<file path="config.mk">
export PLATFORM = sky130hd
export DESIGN_NAME = imem_loader_flat
export DESIGN_NICKNAME = d
export VERILOG_FILES = /design/src/rtl/imem_loader_if.sv /design/src/rtl/imem_loader.sv /design/src/flat_wrapper.sv
export SDC_FILE = /design/constraint.sdc
export NUM_CORES = 1
export LEC_CHECK = 0
export CORE_UTILIZATION = 45
export CTS_BUF_LIST = sky130_fd_sc_hd__clkbuf_16
export DETAILED_ROUTE_END_ITERATION = 7
export HOLD_SLACK_MARGIN = 0.05
export PLACE_DENSITY_LB_ADDON = 0.05
export SLEW_MARGIN = 20
export SYNTH_ARGS = -nofsm -noshare
export SYNTH_HDL_FRONTEND = slang
export SYNTH_SLANG_ARGS = --single-unit
</file>
<file path="constraint.sdc">
create_clock -name clk -period 2.7 [get_ports clk]
set_input_delay 0.81 -clock clk [delete_from_list [all_inputs] [get_ports clk]]
set_output_delay 0.81 -clock clk [all_outputs]
set_load 0.05 [all_outputs]
</file>
<file path="src/rtl/imem_loader_if.sv">
// Byte-stream input and instruction-memory write port of the program loader.
// Latency: none; this is a bundle of signals only.
// Backpressure: byte_ready from the loader gates byte_valid from the source.
// Ports: byte_in/byte_valid/byte_ready (stream), wr_en/wr_addr/wr_data (imem write).
// master = loader side, slave = host source / memory side.
interface imem_loader_if #(
    parameter int ADDR_W = 6
);
    logic [7:0]        byte_in;
    logic              byte_valid;
    logic              byte_ready;
    logic              wr_en;
    logic [ADDR_W-1:0] wr_addr;
    logic [31:0]       wr_data;

    modport master (
        input  byte_in, byte_valid,
        output byte_ready, wr_en, wr_addr, wr_data
    );

    modport slave (
        output byte_in, byte_valid,
        input  byte_ready, wr_en, wr_addr, wr_data
    );
endinterface

</file>
<file path="src/rtl/imem_loader.sv">
// Loads the instruction memory from a length byte plus big-endian 32-bit words.
// Latency: 4th byte of a word at edge k -> wr_en in cycle k+1; peak 4 bytes per 5 cycles.
// Backpressure: byte_ready is registered and drops during WRITE, IDLE and DONE.
// Ports: clk, reset (async active-low), start, bus (stream in + imem write out),
//        cpu_hold (PC held in reset while loading), done, word_count.
module imem_loader #(
    parameter int ADDR_W = 6,
    parameter int DEPTH  = 64
) (
    input  logic              clk,
    input  logic              reset,
    input  logic              start,
    imem_loader_if.master     bus,
    output logic              cpu_hold,
    output logic              done,
    output logic [ADDR_W:0]   word_count
);
    localparam int CW = ADDR_W + 1;

    typedef enum logic [2:0] {
        IDLE    = 3'd0,
        LEN     = 3'd1,
        COLLECT = 3'd2,
        WRITE   = 3'd3,
        DONE    = 3'd4
    } state_t;

    state_t          state;
    state_t          next;
    logic [CW-1:0]   total;
    logic [1:0]      byte_idx;
    logic [23:0]     shift;
    logic            byte_ready_q;
    logic            wr_en_q;
    logic [ADDR_W-1:0] wr_addr_q;
    logic [31:0]     wr_data_q;
    logic            cpu_hold_q;
    logic            done_q;
    logic [CW-1:0]   word_count_q;

    logic            accept;
    logic [CW-1:0]   wc_next;
    logic [CW-1:0]   len_val;

    // byte_ready is a flop, so accept never forms a path from byte_valid back to byte_ready.
    assign accept  = bus.byte_valid & byte_ready_q;
    assign wc_next = word_count_q + CW'(1);

    // Length 0 means a full memory; anything larger than the memory is clamped.
    always_comb begin
        len_val = CW'(bus.byte_in);
        if (bus.byte_in == 8'd0 || int'(bus.byte_in) > DEPTH) begin
            len_val = CW'(DEPTH);
        end
    end

    always_comb begin
        next = state;
        case (state)
            IDLE:    if (start) next = LEN;
            LEN:     if (accept) next = COLLECT;
            COLLECT: if (accept && byte_idx == 2'd3) next = WRITE;
            WRITE:   next = (wc_next == total) ? DONE : COLLECT;
            DONE:    if (start) next = LEN;
            default: next = IDLE;
        endcase
    end

    // Outputs are registered from next-state so they line up with the state they describe.
    always_ff @(posedge clk or negedge reset) begin
        if (!reset) begin
            state        <= IDLE;
            total        <= '0;
            byte_idx     <= '0;
            shift        <= '0;
            byte_ready_q <= 1'b0;
            wr_en_q      <= 1'b0;
            wr_addr_q    <= '0;
            wr_data_q    <= '0;
            cpu_hold_q   <= 1'b0;
            done_q       <= 1'b0;
            word_count_q <= '0;
        end else begin
            state        <= next;
            byte_ready_q <= (next == LEN) || (next == COLLECT);
            wr_en_q      <= (next == WRITE);
            cpu_hold_q   <= (next == LEN) || (next == COLLECT) || (next == WRITE);
            done_q       <= (next == DONE);

            case (state)
                IDLE, DONE: begin
                    if (next == LEN) begin
                        word_count_q <= '0;
                        byte_idx     <= '0;
                        wr_addr_q    <= '0;
                    end
                end
                LEN: begin
                    if (accept) total <= len_val;
                end
                COLLECT: begin
                    if (accept) begin
                        shift    <= {shift[15:0], bus.byte_in};
                        byte_idx <= byte_idx + 2'd1;
                        if (byte_idx == 2'd3) begin
                            wr_data_q <= {shift, bus.byte_in};
                            // Words are written in order from 0, so the write address
                            // is the count of words already written; it cannot wrap.
                            wr_addr_q <= word_count_q[ADDR_W-1:0];
                        end
                    end
                end
                WRITE: begin
                    word_count_q <= wc_next;
                end
                default: ;
            endcase
        end
    end

    assign bus.byte_ready = byte_ready_q;
    assign bus.wr_en      = wr_en_q;
    assign bus.wr_addr    = wr_addr_q;
    assign bus.wr_data    = wr_data_q;
    assign cpu_hold       = cpu_hold_q;
    assign done           = done_q;
    assign word_count     = word_count_q;
endmodule

</file>
<file path="src/flat_wrapper.sv">
// flat-port wrapper written by rule: the top's interface ports become plain ports
module imem_loader_flat 
#(
    parameter int ADDR_W = 6,
    parameter int DEPTH  = 64
)
  (clk, reset, start, cpu_hold, done, word_count, bus_byte_in, bus_byte_valid, bus_byte_ready, bus_wr_en, bus_wr_addr, bus_wr_data);
  imem_loader_if #(.ADDR_W(ADDR_W)) bus_i ();
  input  logic clk;
  input  logic reset;
  input  logic start;
  output logic cpu_hold;
  output logic done;
  output logic [ADDR_W:0] word_count;
  input wire logic [$bits(bus_i.byte_in)-1:0] bus_byte_in;
  input wire logic [$bits(bus_i.byte_valid)-1:0] bus_byte_valid;
  output wire logic [$bits(bus_i.byte_ready)-1:0] bus_byte_ready;
  output wire logic [$bits(bus_i.wr_en)-1:0] bus_wr_en;
  output wire logic [$bits(bus_i.wr_addr)-1:0] bus_wr_addr;
  output wire logic [$bits(bus_i.wr_data)-1:0] bus_wr_data;
  assign bus_i.byte_in = bus_byte_in;
  assign bus_i.byte_valid = bus_byte_valid;
  assign bus_byte_ready = bus_i.byte_ready;
  assign bus_wr_en = bus_i.wr_en;
  assign bus_wr_addr = bus_i.wr_addr;
  assign bus_wr_data = bus_i.wr_data;
  imem_loader #(.ADDR_W(ADDR_W), .DEPTH(DEPTH)) u_core (.clk(clk), .reset(reset), .start(start), .bus(bus_i), .cpu_hold(cpu_hold), .done(done), .word_count(word_count));
endmodule
</file>
* Yosys cells after proc, flatten, opt, wreduce, memory -nomap -nowiden *
Index checks and enable logic that the tools add are counted.

storage, ports and cells
  register bits after elaboration = 85
  input bits = 12
  output and inout port bits = 49

operators by class
  add/sub/neg operators = 2
  $lt $le $gt $ge = 1
  eq/ne operators = 13
  muxes and demuxes = 15
  bitwise gates (word level) = 1
  reductions and logical operators = 15

operators by type and width
  operator             count
  $mux 6               3
  $mux 7               2
  $pmux 7 s2           1
  $eq 3x2->1 const B   4
  $mux 3               4
  $pmux 3 s4           1
  $pmux 6 s2           1
  $gt 8x7->1 const B   1
  $logic_not 8->1      1
  $add 7x1->7 const B  1
  $eq 7x7->1           1
  $eq 3x1->1 const B   2
  $eq 3x3->1 const B   2
  $ne 2x1->1 const B   3
  $reduce_and 2->1     3
  $reduce_and 3->1     2
  $mux 2               2
  $pmux 2 s2           1
  $reduce_and 4->1     1
  $reduce_bool 2->1    2
  $logic_not 3->1      1
  $logic_or 1x1->1     3
  $add 2x1->2 const B  1
  $eq 2x2->1 const B   1
  other kinds (3)      3

* Logic depth before layout (Yosys ltp) *
  depth after elaboration = 7
  mapped depth = 8
  depth with buffers taken out = 7

* Worst setup path after synthesis *
No wires, ideal clock.

  path type = register -> register
  start = register u_core.word_count_q[0] (netlist: u_core.word_count[0])
  end = register u_core.byte_ready_q (netlist: u_core.bus.byte_ready)
  setup time = 0.110 ns
  arrival = 2.163 ns
  data required time = 2.590 ns
  setup slack = 0.426 ns
  cell stages (with the launch flop) = 9
  path buffers = 1
  cells stage by stage = dfrtp_1 -> ha_1 -> buf_6 -> nand3_2 -> or3_1 -> o21ai_0 -> a311o_1 -> nor4_4 -> o41ai_1

on the way
  word-level cells in the longest chain between the ends = 6

ends and longest elaborated chain
  element                                   line                source
  start, declared                           imem_loader.sv:39   logic [CW-1:0] word_count_q;
  start signal, assigned                    imem_loader.sv:114  word_count_q <= wc_next;
  $add 7x1->7 *                             imem_loader.sv:47   assign wc_next = word_count_q + CW'(1);
  $eq 7x7->1 *                              imem_loader.sv:63   WRITE: next = (wc_next == total) ? DONE : COLLECT;
  $mux 3 *                                  imem_loader.sv:63
  $pmux 3 s4 *                              imem_loader.sv:59   case (state)
  $eq 3x1->1 or $eq 3x2->1 (tied branches)  imem_loader.sv:85   byte_ready_q <= (next == LEN) || (next == COLLECT);
  $logic_or 1x1->1 *                        imem_loader.sv:85
  end signal, assigned                      imem_loader.sv:85
  end, declared                             imem_loader.sv:33   logic byte_ready_q;

Every way passes the cells marked *; elsewhere a longest branch is shown, timed or not.
A chain may end at the register's enable or synchronous reset.

* Final worst setup path *
  start = register u_core.word_count_q[0] (netlist: u_core.word_count[0])
  end = output word_count[0]

RTL lines
  element        line                source
  end, declared  flat_wrapper.sv:14  output logic [ADDR_W:0] word_count;

No word-level cell between the ends.

==> results.sh <==
export IMPL_io_pin_count=61
export IMPL_synth_edf_count=0
export IMPL_htreeDepth=3
export IMPL_cts_buffers_inserted=9
export IMPL_crit_path_start_kind="flip-flop"
export IMPL_finalSetupViolCount=0
export IMPL_layout_cells_most_common="dfrtp_1"
export IMPL_layout_nets=367
export IMPL_finalCriticalPeriod_ns=2.539
export IMPL_netlist_instances=285
export IMPL_grt_pass1_wl_um=12520
export IMPL_portBuffers=60
export IMPL_routed_via_count=2401
export IMPL_syn2layout_area_growth_pct=28.17
export IMPL_tightestPinTransition_ns=0.6857
export IMPL_powerDensity_nw_per_um2=1297
export IMPL_slowest_delay_ns=0.87
export IMPL_gp_congestion=0.8383
export IMPL_antenna_cells=0
export IMPL_cap_violations=0
export IMPL_crit_arrival_ns=1.73
export IMPL_max_freq_mhz=393.9
export IMPL_drive_gt1_share_pct=26.82
export IMPL_status="complete, no violations"
export IMPL_p_leak_nw=2.039
export IMPL_die_h_um=92.74
export IMPL_hold_buffers=0
export IMPL_synth_seq_area_share_pct=57.41
export IMPL_gr_total_overflow=0
export IMPL_grt_pass1_vias=2448
export IMPL_clock_path_buffers=2
export IMPL_die_area_sq_um=8600
export IMPL_cts_reportedPaths_clkPinSlew_ns=0.06
export IMPL_viasPerCell=5.220
export IMPL_grt_use_total_pct=18.88
export IMPL_cp_num_buf_inv=1
export IMPL_drcViolationCount=0
export IMPL_ys_types=47
export IMPL_final_cell_mix="dfrtp_1, clkdlybuf4s50_1, mux2_2"
export IMPL_cts_sinks=85
export IMPL_rsz0062_at_grt="no"
export IMPL_core_sq_um=7848
export IMPL_fin_worst_skew_ns=0.005817
export IMPL_drtAntennaViolNets=0
export IMPL_cp_top_family="buffers and inverters"
export IMPL_synth_avg_cell_area_sq_um=13.00
export IMPL_hp_class="in2async"
export IMPL_timing_final_crit_share_pct=94.03
export IMPL_grt_antenna_before_repair=0
export IMPL_synthFlopType="dfrtp_1"
export IMPL_hpwl_um=5027
export IMPL_worstSetupEndpointType="output pin"
export IMPL_synth_warning_count=0
export IMPL_fillers=686
export IMPL_finalSetupTns_ns=0
export IMPL_initialDrtViolationCount=73
export IMPL_timing_slew_headroom_pct=53.98
export IMPL_fin_cells=460
export IMPL_synth_seq_cells=85
export IMPL_initial_core_util_pct=47.21
export IMPL_post_cts_resized=0
export IMPL_syn_nets=299
export IMPL_async_reset_ff_share_pct=100.0
export IMPL_dp_cells=444
export IMPL_hold_slack_ns=0.4559
export IMPL_worstSkewPairLatency_ns=0.33
export IMPL_crit_slowest_cell="clkdlybuf4s50_1"
export IMPL_final_max_slew_viol_count=0
export IMPL_cts_tree="yes"
export IMPL_post_drt_wl_per_cell_um=16.06
export IMPL_final_util_pct=60.51
export IMPL_hold_viol=0
export IMPL_clockRootBuffer="clkbuf_16"
export IMPL_path_class="reg2out"
export IMPL_cp_required_ns=1.89
export IMPL_routed_wl_um=7386
export IMPL_cts_setup_buffers=0
export IMPL_ir_worst_vdd_uv=680.2
export IMPL_syn_area_sq_um=3705
export IMPL_path_cells="clkdlybuf4s50_1"
export IMPL_cp_max_fo=9
export IMPL_die_width_um=92.74
export IMPL_rows=32
export IMPL_drt_pass1_iterations=4
export IMPL_grt_max_degree=48
[metal layers]
metal / wire length [um] / up-vias / global-route usage, %
met1: 3416 / 1173 / 24.82
li1: - / 1160 / -
met2: 3530 / 58 / 29.94
met3: 333 / 10 / 4.516
met4: 105 / 0 / 7.949
met5: 0 / - / 0
[final cells by class]
type | count | area (sq um) | area share (%)
Sequential cell | 85 | 2127 | 44.80
Tap cell | 102 | 127.6 | 2.688
Inverter | 8 | 30.03 | 0.6324
Clock buffer | 9 | 225.2 | 4.743
Timing Repair Buffer | 74 | 740.7 | 15.60
Clock inverter | 7 | 73.82 | 1.555
Multi-Input combinational cell | 175 | 1424 | 29.99
[path summary, 6_finish.rpt]
check                                                       start                                end  slack [ns]  cells after the start
worst max-delay path             u_core.word_count[0]$_DFFE_PN0P_                      word_count[0]        0.16                      1
worst min-delay path                                        reset  u_core.bus.wr_addr[5]$_DFFE_PN0P_        0.46                      1
worst max register to register   u_core.word_count[0]$_DFFE_PN0P_    u_core.bus.byte_ready$_DFF_PN0_        0.42                      7
worst min register to register  u_core.bus.wr_addr[0]$_DFFE_PN0P_  u_core.bus.wr_addr[0]$_DFFE_PN0P_        0.48                      2
max in group asynchronous                                   reset          u_core.state[2]$_DFF_PN0_        1.62                      2
min in group clk                u_core.bus.wr_addr[0]$_DFFE_PN0P_  u_core.bus.wr_addr[0]$_DFFE_PN0P_        0.48                      2
[where the power goes]
group / total [W] / leakage (nW) / internal, W / switching (W)
sequential: 0.00205 / 1.02 / 0.00175 / 0.000295
clock: 0.00123 / 0.148 / 0.000722 / 0.000511
combinational: 0.00288 / 0.872 / 0.00111 / 0.00177
total: 0.00616 / 2.04 / 0.00358 / 0.00257
[cell usage after synthesis, types with 6 or more instances]
cell type	n	area, sq um
inv_1	8	30.03
mux2_2	56	630.6
o21ai_0	11	55.05
buf_2	6	30.03
buf_6	6	67.56
a21oi_1	11	55.05
a22o_1	8	70.07
xnor2_1	6	52.55
nand2_1	20	75.07
dfrtp_1	85	2127
[through the flow]
stage	cell area, sq um	worst slack [ns]	total power, W
after floorplan	3705	0.4263	0.004036
after global placement	4449	0.1690	0.004916
after detailed placement	4449	0.1542	0.004952
after CTS	4748	0.1567	0.006206
after global routing	4748	0.1004	0.006450
final	4748	0.1612	0.006157
[sequential cells by signal (all words and copies together), names as in the netlist]
register / flops
u_core.bus.wr_data: 32
u_core.shift: 24
u_core.total: 7
u_core.word_count: 7
u_core.bus.wr_addr: 6
u_core.state: 3
u_core.byte_idx: 2
u_core.bus.byte_ready: 1
u_core.bus.wr_en: 1
u_core.cpu_hold: 1
u_core.done: 1
[logic make-up (layout without fill, tap and decap cells)]
logic type,after synthesis,after routing,synth area share (%)
adders and majority gates,2,2,0.6753
muxes,57,57,17.29
AOI/OAI and AO/OA,49,49,8.882
DFF,85,85,57.41
buffers and inverters,25,98,4.154
and+or+nand+nor,57,57,9.220
xor gates and xnor gates,10,10,2.364
No activity file was read; power rests on OpenSTA's default activity.
